$ cat src/rtl/uart_rx_framed_pkg.sv
// Shared definitions for the framed UART receiver: parity modes, FSM states
// and the default bit period for a 12 MHz clock at 115200 baud.
package uart_pkg;

    localparam int PARITY_NONE = 0;
    localparam int PARITY_ODD  = 1;
    localparam int PARITY_EVEN = 2;

    localparam int DEFAULT_CLKS_PER_BIT = 104;

    typedef enum logic [2:0] {
        IDLE,
        START,
        DATA,
        PARITY,
        STOP,
        DELIVER,
        WAIT_HIGH
    } rx_state_t;

    // Timer reload that lands the first sample in the middle of the start bit.
    function automatic int half_bit_load(input int clks_per_bit);
        return clks_per_bit / 2 - 1;
    endfunction

endpackage

$ cat src/rtl/uart_rx_framed_if.sv
// Valid/ready word interface between the UART receiver (master) and its
// consumer (slave), carrying the received word and its error flags.
interface uart_rx_framed_if #(
    parameter int DATA_BITS = 8
);
    logic [DATA_BITS-1:0] o_data;
    logic                 o_valid;
    logic                 i_ready;
    logic                 o_frame_err;
    logic                 o_parity_err;
    logic                 o_overrun;

    modport master (
        output o_data,
        output o_valid,
        output o_frame_err,
        output o_parity_err,
        output o_overrun,
        input  i_ready
    );

    modport slave (
        input  o_data,
        input  o_valid,
        input  o_frame_err,
        input  o_parity_err,
        input  o_overrun,
        output i_ready
    );
endinterface

$ cat src/rtl/uart_rx_framed_baud_timer.sv
// Loadable down-counter producing a one-cycle tick when it reaches zero;
// shared between the UART receiver and transmitter.
module uart_baud_timer
    import uart_pkg::*;
#(
    parameter int CLKS_PER_BIT = DEFAULT_CLKS_PER_BIT
) (
    input  logic                            hwclk,
    input  logic                            rst,
    input  logic                            i_load,
    input  logic [$clog2(CLKS_PER_BIT)-1:0] i_load_val,
    output logic                            o_tick
);
    localparam int W = $clog2(CLKS_PER_BIT);

    logic [W-1:0] r_count;
    logic         r_armed;

    // The armed flag keeps the tick to a single cycle once the count is spent.
    always_ff @(posedge hwclk or posedge rst) begin
        if (rst) begin
            r_count <= '0;
            r_armed <= 1'b0;
        end else if (i_load) begin
            r_count <= i_load_val;
            r_armed <= 1'b1;
        end else if (r_armed) begin
            if (r_count == '0) begin
                r_armed <= 1'b0;
            end else begin
                r_count <= r_count - W'(1);
            end
        end
    end

    assign o_tick = r_armed && (r_count == '0);

endmodule

$ cat src/rtl/uart_rx_framed.sv
// Parametrised UART receiver with framing/parity/overrun checks and a
// one-entry holding register. Optional break detection: UART_RX_BREAK_DET_EN.
module uart_rx_framed
    import uart_pkg::*;
#(
    parameter int CLKS_PER_BIT = DEFAULT_CLKS_PER_BIT,
    parameter int DATA_BITS    = 8,
    parameter int PARITY_MODE  = PARITY_NONE,
    parameter int STOP_BITS    = 1
) (
    input  logic             hwclk,
    input  logic             rst,
    input  logic             rx_serial,
    uart_rx_framed_if.master rx_if,
`ifdef UART_RX_BREAK_DET_EN
    output logic             o_break,
`endif
    output logic             o_busy
);
    localparam int              TW        = $clog2(CLKS_PER_BIT);
    localparam logic [TW-1:0]   HALF_LOAD = TW'(half_bit_load(CLKS_PER_BIT));
    localparam logic [TW-1:0]   FULL_LOAD = TW'(CLKS_PER_BIT - 1);
    localparam logic [3:0]      LAST_DATA = 4'(DATA_BITS - 1);
    localparam logic [3:0]      LAST_STOP = 4'(STOP_BITS - 1);

    logic                 r_sync1, r_sync2;
    logic                 w_rx;
    rx_state_t            r_state, w_next_state;
    logic                 w_load;
    logic [TW-1:0]        w_load_val;
    logic                 w_tick;
    logic [DATA_BITS-1:0] r_shift;
    logic [3:0]           r_bit_cnt;
    logic                 r_par_bit;
    logic                 r_frame_err;
    logic                 r_last_stop;
    logic                 w_parity_err;
    logic                 w_is_break;
    logic                 w_deliver;
    logic [DATA_BITS-1:0] r_data;
    logic                 r_valid, r_frame_err_q, r_parity_err_q, r_overrun;

    always_ff @(posedge hwclk or posedge rst) begin
        if (rst) begin
            r_sync1 <= 1'b1;
            r_sync2 <= 1'b1;
        end else begin
            r_sync1 <= rx_serial;
            r_sync2 <= r_sync1;
        end
    end

    assign w_rx = r_sync2;

    uart_baud_timer #(
        .CLKS_PER_BIT(CLKS_PER_BIT)
    ) u_timer (
        .hwclk     (hwclk),
        .rst       (rst),
        .i_load    (w_load),
        .i_load_val(w_load_val),
        .o_tick    (w_tick)
    );

    always_ff @(posedge hwclk or posedge rst) begin
        if (rst) begin
            r_state <= IDLE;
        end else begin
            r_state <= w_next_state;
        end
    end

    always_comb begin
        w_next_state = r_state;
        w_load       = 1'b0;
        w_load_val   = FULL_LOAD;
        case (r_state)
            IDLE: begin
                if (!w_rx) begin
                    w_next_state = START;
                    w_load       = 1'b1;
                    w_load_val   = HALF_LOAD;
                end
            end
            START: begin
                if (w_tick) begin
                    w_next_state = w_rx ? IDLE : DATA;
                    w_load       = !w_rx;
                end
            end
            DATA: begin
                if (w_tick) begin
                    w_load = 1'b1;
                    if (r_bit_cnt == LAST_DATA) begin
                        w_next_state = (PARITY_MODE != PARITY_NONE) ? PARITY : STOP;
                    end
                end
            end
            PARITY: begin
                if (w_tick) begin
                    w_load       = 1'b1;
                    w_next_state = STOP;
                end
            end
            STOP: begin
                if (w_tick) begin
                    if (r_bit_cnt == LAST_STOP) begin
                        w_next_state = DELIVER;
                    end else begin
                        w_load = 1'b1;
                    end
                end
            end
            DELIVER: begin
                w_next_state = (w_is_break || !r_last_stop) ? WAIT_HIGH : IDLE;
            end
            WAIT_HIGH: begin
                if (w_rx) begin
                    w_next_state = IDLE;
                end
            end
            default: begin
                w_next_state = IDLE;
            end
        endcase
    end

    // Frame datapath: the bit counter is shared by the data and stop phases.
    always_ff @(posedge hwclk or posedge rst) begin
        if (rst) begin
            r_shift     <= '0;
            r_bit_cnt   <= 4'd0;
            r_par_bit   <= 1'b0;
            r_frame_err <= 1'b0;
            r_last_stop <= 1'b0;
        end else if (w_tick) begin
            case (r_state)
                START: begin
                    r_bit_cnt   <= 4'd0;
                    r_frame_err <= 1'b0;
                end
                DATA: begin
                    r_shift   <= {w_rx, r_shift[DATA_BITS-1:1]};
                    r_bit_cnt <= (r_bit_cnt == LAST_DATA) ? 4'd0 : r_bit_cnt + 4'd1;
                end
                PARITY: begin
                    r_par_bit <= w_rx;
                end
                STOP: begin
                    if (!w_rx) begin
                        r_frame_err <= 1'b1;
                    end
                    r_last_stop <= w_rx;
                    r_bit_cnt   <= (r_bit_cnt == LAST_STOP) ? 4'd0 : r_bit_cnt + 4'd1;
                end
                default: begin
                end
            endcase
        end
    end

    assign w_parity_err = (PARITY_MODE != PARITY_NONE) &&
                          ((^{r_shift, r_par_bit}) != (PARITY_MODE == PARITY_ODD));

`ifdef UART_RX_BREAK_DET_EN
    logic r_first_stop_low;

    always_ff @(posedge hwclk or posedge rst) begin
        if (rst) begin
            r_first_stop_low <= 1'b0;
        end else if (r_state == STOP && w_tick && r_bit_cnt == 4'd0) begin
            r_first_stop_low <= !w_rx;
        end
    end

    assign w_is_break = (r_shift == '0) && (PARITY_MODE == PARITY_NONE || !r_par_bit) &&
                        r_first_stop_low;
    assign o_break    = (r_state == DELIVER) && w_is_break;
`else
    assign w_is_break = 1'b0;
`endif

    assign w_deliver = (r_state == DELIVER) && !w_is_break;

    // A word may load into a register being emptied in the same cycle.
    always_ff @(posedge hwclk or posedge rst) begin
        if (rst) begin
            r_data         <= '0;
            r_valid        <= 1'b0;
            r_frame_err_q  <= 1'b0;
            r_parity_err_q <= 1'b0;
            r_overrun      <= 1'b0;
        end else begin
            r_overrun <= 1'b0;
            if (w_deliver && (!r_valid || rx_if.i_ready)) begin
                r_data         <= r_shift;
                r_frame_err_q  <= r_frame_err;
                r_parity_err_q <= w_parity_err;
                r_valid        <= 1'b1;
            end else begin
                if (r_valid && rx_if.i_ready) begin
                    r_valid <= 1'b0;
                end
                if (w_deliver) begin
                    r_overrun <= 1'b1;
                end
            end
        end
    end

    assign rx_if.o_data       = r_data;
    assign rx_if.o_valid      = r_valid;
    assign rx_if.o_frame_err  = r_frame_err_q;
    assign rx_if.o_parity_err = r_parity_err_q;
    assign rx_if.o_overrun    = r_overrun;
    assign o_busy             = (r_state != IDLE);

endmodule
$ cat src/flat_wrapper.sv
// flat-port wrapper written by rule: the top's interface ports become plain ports
module uart_rx_framed_flat import uart_pkg::*;
#(
    parameter int CLKS_PER_BIT = DEFAULT_CLKS_PER_BIT,
    parameter int DATA_BITS    = 8,
    parameter int PARITY_MODE  = PARITY_NONE,
    parameter int STOP_BITS    = 1
)
  (hwclk, rst, rx_serial, o_busy, rx_if_o_data, rx_if_o_valid, rx_if_o_frame_err, rx_if_o_parity_err, rx_if_o_overrun, rx_if_i_ready);
  uart_rx_framed_if #(.DATA_BITS(DATA_BITS)) rx_if_i ();
  input  logic hwclk;
  input  logic rst;
  input  logic rx_serial;
  output logic o_busy;
  output wire logic [$bits(rx_if_i.o_data)-1:0] rx_if_o_data;
  output wire logic [$bits(rx_if_i.o_valid)-1:0] rx_if_o_valid;
  output wire logic [$bits(rx_if_i.o_frame_err)-1:0] rx_if_o_frame_err;
  output wire logic [$bits(rx_if_i.o_parity_err)-1:0] rx_if_o_parity_err;
  output wire logic [$bits(rx_if_i.o_overrun)-1:0] rx_if_o_overrun;
  input wire logic [$bits(rx_if_i.i_ready)-1:0] rx_if_i_ready;
  assign rx_if_o_data = rx_if_i.o_data;
  assign rx_if_o_valid = rx_if_i.o_valid;
  assign rx_if_o_frame_err = rx_if_i.o_frame_err;
  assign rx_if_o_parity_err = rx_if_i.o_parity_err;
  assign rx_if_o_overrun = rx_if_i.o_overrun;
  assign rx_if_i.i_ready = rx_if_i_ready;
  uart_rx_framed #(.CLKS_PER_BIT(CLKS_PER_BIT), .DATA_BITS(DATA_BITS), .PARITY_MODE(PARITY_MODE), .STOP_BITS(STOP_BITS)) u_core (.hwclk(hwclk), .rst(rst), .rx_serial(rx_serial), .rx_if(rx_if_i), .o_busy(o_busy));
endmodule
$ cat config.mk
export PLATFORM = sky130hd
export DESIGN_NAME = uart_rx_framed_flat
export DESIGN_NICKNAME = d
export VERILOG_FILES = /design/src/rtl/uart_rx_framed_pkg.sv /design/src/rtl/uart_rx_framed_if.sv /design/src/rtl/uart_rx_framed_baud_timer.sv /design/src/rtl/uart_rx_framed.sv /design/src/flat_wrapper.sv
export SDC_FILE = /design/constraint.sdc
export NUM_CORES = 1
export LEC_CHECK = 0
export CAP_MARGIN = 30
export CORE_ASPECT_RATIO = 0.75
export CORE_MARGIN = 2
export CORE_UTILIZATION = 42
export DETAILED_ROUTE_END_ITERATION = 16
export GPL_TIMING_DRIVEN = 0
export MAX_ROUTING_LAYER = met4
export PLACE_DENSITY = 0.73
export SLEW_MARGIN = 20
export SYNTH_ARGS = -nofsm -noshare
export SYNTH_HDL_FRONTEND = slang
export SYNTH_HIERARCHICAL = 1
export SYNTH_SLANG_ARGS = --single-unit
$ cat constraint.sdc
create_clock -name hwclk -period 5.3 [get_ports hwclk]
set_clock_uncertainty 0.2 [all_clocks]
set_input_delay 1.06 -clock hwclk [delete_from_list [all_inputs] [get_ports hwclk]]
set_output_delay 1.06 -clock hwclk [all_outputs]
set_load 0.02 [all_outputs]
==> impl_metrics.yaml <==
outcome:
  outcome: "finished clean"
clock_network:
  cts_buffer_depth: 2
  numCtsBuffers: 5
  cts_hold_buf: 0
  cts_tree: "done"
  cts_resized: 0
  path_clk_slew_ps: 70
  htreeDepth: 2
  root_buffer: "clkbuf_8"
  cts.sinks: 38
  post_cts_buffers: 0
  clock_latency_ps: 290
grt:
  grt_remaining_overflow: 0
  grt_max_degree: 31
  grt_usage_pct: 17.70
  grt_pass1_vias: 1578
  grt_pass1_wl_um: 7293
  grt_antenna_before_repair: 0
power_and_ir_drop:
  comb_power_share_pct: 29.5
  ir_worst_vdd_mv: 0.1506
  pwr-share-clk_pct: 31.4
  cellPowerDensity_nw_per_um2: 402.5
  power_switching_share_pct: 33.31
  power_frac_seq_pct: 39.0
  power_leakage_nw: 1.062
  p_sw_w: 0.0003154
  p_int_w: 0.0006315
  total_power_w: 0.0009469
place:
  place_hpwl_um: 2794
  io_buffers: 15
  gp_congestion: 0.8282
timing:
  max_freq_mhz: 301.1
  period_needed_ps: 3321
  fin_setup_tns_ps: 0
  finalSetupViolations: 0
  relSlewSlack_pct: 56.02
  fin_crit_sh_pct: 62.67
  hold_viol: 0
  drv_slew: 0
  rsz0062_at_grt: "no"
  tightestPinTransition_ps: 654.2
floorplan:
  die_h_um: 63.40
  rows: 21
  dieArea_um2: 5274
  initial_utilization_pct: 43.97
  ios: 17
  fp.dieW_um: 83.20
  coreArea_um2: 4493
final_layout:
  diodes: 0
  fillers: 388
  drive_above_1_share_pct: 23.81
  areaGrowthSynthToFinish_pct: 19.06
  nets: 217
logic_synthesis:
  synth_ff_type: "dfrtp_1"
  async_flop_share_pct: 100.0
  synth.avg_cell_area_um2: 10.74
  syn_inst: 184
  ys_types: 55
  yosys_warnings: 6
  synth-edff-count: 0
  syn-cell-area_um2: 1976
  yosysSeqAreaShare_pct: 48.26
  ys_ff_latch: 38
min_path:
  min_path_type: "flop to flop"
  min_delay_path_depth: 0
  hold_end: "u_core/r_sync2"
  hold_start: "u_core/r_sync1"
setup_path:
  crit_arrival_ps: 3290
  critPathMaxFanout: 10
  crit_path_end_kind: "flop"
  reg2reg_slack_ps: 1980
  r2r_cells: 13
  cp_data_required_time_ps: 5270
  rr_startpoint: "u_core/u_timer/r_count[0]"
  worstReg2RegEnd: "u_core/u_timer/r_count[0]"
  worstSetupPathType: "flop to flop"
  worstSetupStartpointType: "flop"
drt:
  antenna_left: 0
  vias: 1500
  drc: 0
  viasPerCell: 5.618
  wl_um: 4076
  avgRoutedWirePerCell_um: 15.27
  firstDrtPassIters: 4
  drt-initial-drc-count: 84
job:
  cap_violations: 0
-- cell families (layout without fill, tap and decap cells) --
kind of cell    count (synthesis)  count (layout)  synth area share, %
compound gates                 46              46                16.34
xor+xnor                        1               1               0.4434
fa+ha+maj                       4               4                2.533
buf+inv                        21              44                4.686
flops                          38              38                48.26
mux                            20              20                11.53
other cells                     2               5               0.3801
simple gates                   52              52                15.83
-- registers in the layout (all words and copies together), names as in the netlist --
signal / count
u_core/rx_if.o_valid: 1
u_core/u_timer/r_count: 7
u_core/r_shift: 8
u_core/r_frame_err: 1
u_core/rx_if.o_overrun: 1
u_core/r_last_stop: 1
u_core/rx_if.o_frame_err: 1
u_core/r_bit_cnt: 4
u_core/r_sync2: 1
u_core/r_state: 3
u_core/rx_if.o_data: 8
u_core/u_timer/r_armed: 1
u_core/r_sync1: 1
-- synthesized netlist by cell type, drive strengths merged (2+ instances only) --
| cell | n | area, µm² |
|---|---|---|
| a211o | 3 | 27.53 |
| ha | 4 | 50.05 |
| or3b | 2 | 20.02 |
| o21ai | 14 | 73.82 |
| inv | 10 | 37.54 |
| clkbuf | 5 | 20.01 |
| and3 | 3 | 18.77 |
| nor2 | 9 | 33.78 |
| a21oi | 6 | 30.03 |
| nor3 | 2 | 21.27 |
| or3 | 2 | 13.77 |
| nand2b | 3 | 18.77 |
| nand3 | 3 | 15.01 |
| a2bb2oi | 2 | 17.52 |
| a31oi | 4 | 25.02 |
| mux2 | 19 | 217.7 |
| o211ai | 3 | 22.52 |
| nor2b | 2 | 12.51 |
| buf | 6 | 35.03 |
| o2111ai | 2 | 17.52 |
| or2 | 2 | 12.51 |
| dfstp | 2 | 52.55 |
| nor3b | 2 | 15.01 |
| dfrtp | 36 | 900.9 |
| or4 | 3 | 26.27 |
| a21o | 3 | 23.77 |
| or4bb | 2 | 22.52 |
| nand2 | 12 | 45.04 |
| conb | 2 | 7.510 |
-- power by group through the flow --
stage | clock network [W] | registers, W | logic (W)
6_report | 0.000298 | 0.000369 | 0.000280
4_1_cts | 0.000302 | 0.000365 | 0.000278
3_5_place_dp | 0 | 0.000370 | 0.000277
3_3_place_gp | 0 | 0.000369 | 0.000264
2_1_floorplan | 0 | 0.000363 | 0.000209
5_1_grt | 0.000314 | 0.000378 | 0.000316
-- through the flow --
stage               std cells  hold WS (ps)  instance area (µm²)  setup WS [ps]  utilization (%)
floorplan                 187         145.2                 1987           2532                -
global placement          259         146.3                 2208           1907            49.15
detailed placement        259         150.1                 2208           1800            49.15
CTS                       267         161.1                 2346           1759            52.21
global route              267         168.2                 2352           1664            52.35
finish                    267         157.9                 2352           1979            52.35
-- layout by cell type, fill, tap and decap left out, types with 3 or more instances in the layout --
cell type        synthesis  final
inv_1                   10      9
o21ai_0                 13     13
dfrtp_1                 36     36
buf_2                    4      4
a21oi_1                  6      6
a31oi_1                  4      4
ha_1                     4      4
conb_1                   2      5
nand2_1                 12     12
and3_1                   3      3
mux2_2                  18     18
nand2b_1                 3      3
nor2_1                   9      9
o211ai_1                 3      3
clkbuf_1                 4      4
nand3_1                  3      3
clkbuf_8                 0      5
clkdlybuf4s50_1          0     15
-- routing by layer --
layer | vias up | GRT usage, % | part of all wire [%]
met5 | - | - | 0
li1 | 708 | - | -
met4 | 0 | 7.172 | 1.5
met1 | 760 | 22.68 | 50
met2 | 26 | 27.52 | 46
met3 | 6 | 3.932 | 3.0
-- worst max-delay path by stage --
stage / end / slack [ps] / startpoint / depth (start not counted)
after floorplan: u_core/u_timer/r_count[0] / 2530 / u_core/u_timer/r_count[3] / 10
after global placement: u_core/u_timer/r_count[0] / 1910 / u_core/u_timer/r_count[3] / 10
after detailed placement: u_core/u_timer/r_count[0] / 1800 / u_core/u_timer/r_count[3] / 10
after CTS: u_core/u_timer/r_count[0] / 1760 / u_core/u_timer/r_count[3] / 10
after global routing: u_core/u_timer/r_count[0] / 1660 / u_core/u_timer/r_count[0] / 13
final: u_core/u_timer/r_count[0] / 1980 / u_core/u_timer/r_count[0] / 13
-- critical path: stages, from the launching register on --
cell and delay, ps:
dfrtp_1 410, inv_1 110, ha_1 190, nor2b_1 130, clkbuf_1 300, and3_1 210
clkbuf_1 360, nand2b_1 270, a21oi_1 190, a21o_1 250, inv_1 80, clkbuf_1 240
o2111ai_1 170, nand3_1 90
-- layout make-up --
| type | count | area [µm²] | share of cell area (%) |
|---|---|---|---|
| multi-input combinational | 128 | 947.2 | 40.27 |
| inverter | 10 | 37.54 | 1.596 |
| clock inverter | 3 | 68.82 | 2.926 |
| buffer | 11 | 55.05 | 2.340 |
| clock buffer | 5 | 68.82 | 2.926 |
| sequential | 38 | 953.4 | 40.53 |
| tap | 57 | 71.32 | 3.032 |
| timing repair buffer | 15 | 150.1 | 6.383 |
Power figures use the tool's default switching activity.
